## src/rtl/controladora_multicanal.sv

```systemverilog
`default_nettype none
// ============================================================================
//  Module   : controladora_multicanal
//  Purpose  : N-channel lamp controller. Each channel runs an independent
//             four-state automatic/manual FSM that drives its lamp, its
//             manual-mode LED and its auto-mode enable. Push-buttons are
//             rising-edge detected so a held button acts only once, the
//             auto-on period is bounded by a configurable hold timeout, and
//             a registered count of lit channels is provided.
//  Revision : 1.0 - initial release
// ----------------------------------------------------------------------------
//  Ports
//     clk       in   1                 system clock, rising edge
//     rst       in   1                 asynchronous reset, active low
//     modo_btn  in   N_CH              mode button (auto <-> manual), level
//     man_btn   in   N_CH              manual on/off toggle button, level
//     sens_on   in   N_CH              auto turn-on request, level
//     sens_off  in   N_CH              auto turn-off request, level
//     saida     out  N_CH              lamp drive
//     led       out  N_CH              manual-mode indicator
//     enable    out  N_CH              high only while lit in auto mode
//     n_acesas  out  clog2(N_CH+1)     number of channels with saida = 1
// ============================================================================
module controladora_multicanal #(
   parameter int N_CH        = 4,
   parameter int TIMER_W     = 8,
   parameter int HOLD_CYCLES = 200
) (
   input  logic                        clk,
   input  logic                        rst,
   input  logic [N_CH-1:0]             modo_btn,
   input  logic [N_CH-1:0]             man_btn,
   input  logic [N_CH-1:0]             sens_on,
   input  logic [N_CH-1:0]             sens_off,
   output logic [N_CH-1:0]             saida,
   output logic [N_CH-1:0]             led,
   output logic [N_CH-1:0]             enable,
   output logic [$clog2(N_CH+1)-1:0]   n_acesas
);

   localparam int c_cnt_w = $clog2(N_CH + 1);

   // A zero hold time means "no timeout"; keep the reload value legal anyway.
   localparam bit                 c_timeout_en = (HOLD_CYCLES != 0);
   localparam logic [TIMER_W-1:0] c_reload     = (HOLD_CYCLES == 0) ? '0
                                                : TIMER_W'(HOLD_CYCLES - 1);

   typedef enum logic [1:0] {
      AUTO_OFF = 2'b00,
      AUTO_ON  = 2'b01,
      MAN_OFF  = 2'b10,
      MAN_ON   = 2'b11
   } state_t;

   // -------------------------------------------------------------------------
   // Button edge detection. History resets to all-ones so that a button
   // already held while reset is released is not mistaken for a press.
   // -------------------------------------------------------------------------
   logic [N_CH-1:0] modo_hist_q, modo_hist_d;
   logic [N_CH-1:0] man_hist_q,  man_hist_d;
   logic [N_CH-1:0] modo_press;
   logic [N_CH-1:0] man_press;

   always_comb begin
      modo_hist_d = modo_btn;
      man_hist_d  = man_btn;
      modo_press  = modo_btn & ~modo_hist_q;
      man_press   = man_btn  & ~man_hist_q;
   end

   always_ff @(posedge clk or negedge rst) begin
      if (!rst) begin
         modo_hist_q <= '1;
         man_hist_q  <= '1;
      end else begin
         modo_hist_q <= modo_hist_d;
         man_hist_q  <= man_hist_d;
      end
   end

   // Next-state lamp drive of every channel, used for the lit-channel count.
   logic [N_CH-1:0] saida_d;

   // -------------------------------------------------------------------------
   // Per-channel FSM and hold counter
   // -------------------------------------------------------------------------
   generate
      for (genvar i = 0; i < N_CH; i++) begin : g_ch
         state_t             state_q, state_d;
         logic [TIMER_W-1:0] cnt_q,   cnt_d;

         always_comb begin
            state_d = state_q;
            cnt_d   = cnt_q;
            case (state_q)
               AUTO_OFF: begin
                  // The sensor outranks a simultaneous mode press.
                  if (sens_on[i]) begin
                     state_d = AUTO_ON;
                     cnt_d   = c_reload;
                  end else if (modo_press[i]) begin
                     state_d = MAN_OFF;
                  end
               end
               AUTO_ON: begin
                  if (sens_off[i]) begin
                     state_d = AUTO_OFF;
                  end else if (modo_press[i]) begin
                     state_d = MAN_OFF;
                  end else if (sens_on[i]) begin
                     cnt_d = c_reload;
                  end else if (c_timeout_en) begin
                     // Counter is loaded with HOLD-1 and the exit happens on
                     // the edge that finds it at zero: HOLD lit cycles total.
                     if (cnt_q == '0) begin
                        state_d = AUTO_OFF;
                     end else begin
                        cnt_d = cnt_q - 1'b1;
                     end
                  end
               end
               MAN_OFF: begin
                  if (modo_press[i]) begin
                     state_d = AUTO_ON;
                     cnt_d   = c_reload;
                  end else if (man_press[i]) begin
                     state_d = MAN_ON;
                  end
               end
               MAN_ON: begin
                  if (modo_press[i]) begin
                     state_d = AUTO_ON;
                     cnt_d   = c_reload;
                  end else if (man_press[i]) begin
                     state_d = MAN_OFF;
                  end
               end
               default: begin
                  state_d = AUTO_OFF;
               end
            endcase
         end

         always_ff @(posedge clk or negedge rst) begin
            if (!rst) begin
               state_q <= AUTO_OFF;
               cnt_q   <= '0;
            end else begin
               state_q <= state_d;
               cnt_q   <= cnt_d;
            end
         end

         assign saida[i]   = (state_q == AUTO_ON) || (state_q == MAN_ON);
         assign led[i]     = (state_q == MAN_OFF) || (state_q == MAN_ON);
         assign enable[i]  = (state_q == AUTO_ON);
         assign saida_d[i] = (state_d == AUTO_ON) || (state_d == MAN_ON);
      end
   endgenerate

   // -------------------------------------------------------------------------
   // Lit-channel count: popcount of the next-state lamp drive, registered so
   // it changes on the same edge as saida itself.
   // -------------------------------------------------------------------------
   logic [c_cnt_w-1:0] n_acesas_q, n_acesas_d;

   always_comb begin
      n_acesas_d = '0;
      for (int k = 0; k < N_CH; k++) begin
         n_acesas_d = n_acesas_d + c_cnt_w'(saida_d[k]);
      end
   end

   always_ff @(posedge clk or negedge rst) begin
      if (!rst) begin
         n_acesas_q <= '0;
      end else begin
         n_acesas_q <= n_acesas_d;
      end
   end

   assign n_acesas = n_acesas_q;

endmodule
`default_nettype wire

```

## config.mk

```make
export PLATFORM = sky130hd
export DESIGN_NAME = controladora_multicanal
export DESIGN_NICKNAME = d
export VERILOG_FILES = /design/src/rtl/controladora_multicanal.sv
export SDC_FILE = /design/constraint.sdc
export NUM_CORES = 1
export LEC_CHECK = 0
export ABC_AREA = 1
export CAP_MARGIN = 20
export CORE_MARGIN = 3
export CORE_UTILIZATION = 60
export CTS_CLUSTER_DIAMETER = 80
export CTS_CLUSTER_SIZE = 20
export DETAILED_ROUTE_END_ITERATION = 10
export PLACE_DENSITY_LB_ADDON = 0.3
export SKIP_LAST_GASP = 1
export SLEW_MARGIN = 5
export SYNTH_ARGS = -nofsm -noshare
export SYNTH_HDL_FRONTEND = slang
export SYNTH_SLANG_ARGS = --single-unit
```

## constraint.sdc

```tcl
create_clock -name clk -period 5.7 [get_ports clk]
set_input_delay 0.57 -clock clk [delete_from_list [all_inputs] [get_ports clk]]
set_output_delay 0.57 -clock clk [all_outputs]
set_load 0.03 [all_outputs]
```

==> reports/metrics.csv <==
stage;metric;value;unit
critical_path;worstPathMaxFanout;9;
power_and_ir_drop;clock_power_share;15.2;%
global_route;grt_pass1_vias;2808;
placed_design;gp_congestion;0.855;
sta;fin_crit;2.41;ns
power_and_ir_drop;ir_worst_vdd;0.282;mV
yosys;synth_top_area_cell;dfrtp_1;
sta;maxSlewViolCount;0;
run_status;outcome;finished, final reports clean;
cts;tritoncts;built;
sta;period_share;42.2;%
detailed_routing;avgRoutedWirePerCell;11.5;µm
critical_path;regToRegSetupSlack;3.31;ns
power_and_ir_drop;p_int;0.00103;W
cts;cts-htree-levels;2;
detailed_routing;drtIter0Drc;120;
sta;setup_slack;3.29;ns
cts;clk_pin_slew;0.09;ns
yosys;ys_seq_elements;51;
cts;cts_setup_buffers;0;
final_layout;layout-drive-gt1-share;14.2;%
detailed_routing;drc;0;
floorplan;core-area;5170;µm²
critical_path;critPathLaunchType;input pin;
final_layout;antenna_cells;0;
yosys;ys_types;26;
final_layout;final_util;72.7;%
global_route;grtUsageMet3;4.40;%
global_route;antenna_found_initial;0;
final_layout;syn2layout_area_growth;15.8;%
cts;cts_hold_buf;0;
critical_path;end_kind;register;
power_and_ir_drop;p_total;0.00194;W
floorplan;rows;26;
global_route;grt_busiest_layer;met2;
floorplan;start_util;62.8;%
yosys;synth_top_area_share;33.1;%
floorplan;die_w;79.6;µm
global_route;grt_pass1_wl;11800;µm
critical_path;critPathArrivalTime;2.61;ns
floorplan;ios;33;
cts;numCtsBuffers;5;
detailed_routing;totalWireLength;6620;µm
detailed_routing;first_pass_iters;4;
final_layout;final_common_cell;nand2_1;
cts;clk_path_buf_depth;2;
critical_path;ff2ff_path_depth;12;
yosys;syn_area_per_cell;6.87;µm²
placed_design;portBuffers;32;
min_path;hold_path_class;input pin to asynchronous set/reset pin;
critical_path;reg2reg_from;g_ch[0].cnt_q[0]$_DFFE_PN0P_;
power_and_ir_drop;switching_power;0.000906;W
cts;cts_resized;0;
power_and_ir_drop;p_seq_share;31.5;%
cts;clkLatencyLatePin;0.31;ns
floorplan;dieArea;6330;µm²
yosys;syn_nets;498;
cts;cts_num_sinks;51;
yosys;synth_cells;473;
floorplan;die_h;79.6;µm
critical_path;critPathKind;input pin to register;
global_route;gr-usage-all-layers;23.1;%
sta;max_freq;0.416;GHz
placed_design;pre_cts_ws;2.95;ns
final_layout;layout_common_cells;162 x nand2_1, 63 x nand3_1, 52 x inv_1;
final_layout;fin_nets;530;
job;max_cap_violations;0;
detailed_routing;avgViaCountPerCell;5.14;
global_route;overflow;0;
sta;worst_pin_slew;0.618;ns
power_and_ir_drop;combPwrFrac;53.3;%
sta;setup_tns;0;ns
yosys;synth_area_leaders;dfrtp_1 33%, nand2_1 19%, nand3_1 9.7%, dfstp_2 6.5%, inv_1 6.0%;
detailed_routing;vias;2963;
yosys;yosysSeqAreaShare;39.6;%
power_and_ir_drop;swShare;46.7;%
sta;rsz0062_at_grt;no;
power_and_ir_drop;leakage;2.02;nW
critical_path;crit_required;5.90;ns
yosys;yosys_warnings;0;
cts;cts_root_buf;clkbuf_8;
sta;hold_viol_final;0;
critical_path;startpoint;sens_on[0];
placed_design;hpwl;4930;µm
sta;clock_skew;0.0101;ns
critical_path;r2r-end;n_acesas[1]$_DFF_PN0_;
global_route;grt_max_degree;52;
yosys;netlist_area;3250;µm²
sta;relSlewSlack;58.8;%
detailed_routing;final_antenna_net_count;0;
global_route;grtUsageMet2;40.3;%
sta;finalSetupViolCount;0;
global_route;use_met1;28.8;%
power_and_ir_drop;p_per_area;515;nW/µm²
==> state kept, by name, indices dropped and copies added (netlist names) <==
register      flops
g_ch.cnt_q       32
g_ch.state_q      8
man_hist_q        4
modo_hist_q       4
n_acesas          3
==> power groups by stage <==
stage                     Clock, W  Combinational, W  Sequential, W
after floorplan                  0          0.000759       0.000606
after global placement           0          0.000996       0.000612
after detailed placement         0           0.00103       0.000616
after CTS                 0.000302           0.00104       0.000609
after global routing      0.000316           0.00118       0.000626
final                     0.000294           0.00103       0.000611
==> layout make-up <==
class                   instances  area (µm²)
multi-input cells             340        1660
fillers                       411        1410
flip-flops and latches         51        1290
repair buffers                 33         323
inverters                      74         278
well taps                      70        87.6
clock buffers                   6        72.6
clock inverters                 2        60.1
==> metal layers <==
metal  up-vias  share of wire [%]  wire length, µm
met1      1368                 46             3020
met4         0                1.2               82
met3         8                4.4              289
met5         -                  0                0
met2        60                 49             3230
li1       1527                  -                -
==> critical path: stages <==
cell and delay (ns):
clkdlybuf4s50_1 0.55, nor3_1 0.08, nand2_1 0.08, nand2_2 0.06, nand2_4 0.11, nand3_2 0.11, fa_1 0.55, inv_1 0.04
ha_1 0.19, ha_1 0.26
==> how the worst max path moves through the flow <==
stage                                       end  slack, ns  cells after the start
final                     n_acesas[1]$_DFF_PN0_       3.29                     10
after global placement    n_acesas[1]$_DFF_PN0_       3.01                     10
after detailed placement  n_acesas[1]$_DFF_PN0_       2.95                     10
after floorplan           n_acesas[1]$_DFF_PN0_       3.48                     12
after CTS                 n_acesas[1]$_DFF_PN0_       3.29                     12
after global routing      n_acesas[1]$_DFF_PN0_       3.13                     12
==> cell families (layout without fill, tap and decap cells) <==
family	count (synthesis)	in the layout	synth area share [%]
and+or+nand+nor	313	313	44.6
buffers and inverters	82	115	9.47
xor gates and xnor gates	1	1	0.270
DFF	51	51	39.6
adders and majority gates	7	7	2.93
AOI/OAI and AO/OA	19	19	3.12
==> per-stage QoR <==
step           std cells  hold slack [ns]  cell area, µm²
3_5_place_dp         568            0.474            3630
3_3_place_gp         568            0.466            3630
5_1_grt              576            0.398            3760
2_1_floorplan        473            0.274            3250
4_1_cts              576            0.373            3760
6_report             576            0.347            3760
==> cell usage after synthesis <==
cell type,n
nand2_1,162
nand4_1,5
a21oi_1,3
nand4_2,2
nor2_1,47
nand4_4,1
o21ai_0,10
clkbuf_1,8
nand2_2,8
nand2_4,5
o31ai_1,1
inv_1,52
nor3_1,3
o21ai_1,4
fa_1,1
ha_1,6
dfstp_2,8
o21ai_2,1
nor2_2,7
nand3_2,4
nor2_4,6
clkinv_1,1
inv_2,21
dfrtp_1,43
xor2_1,1
nand3_1,63
No activity file was read; power rests on OpenSTA's default activity.
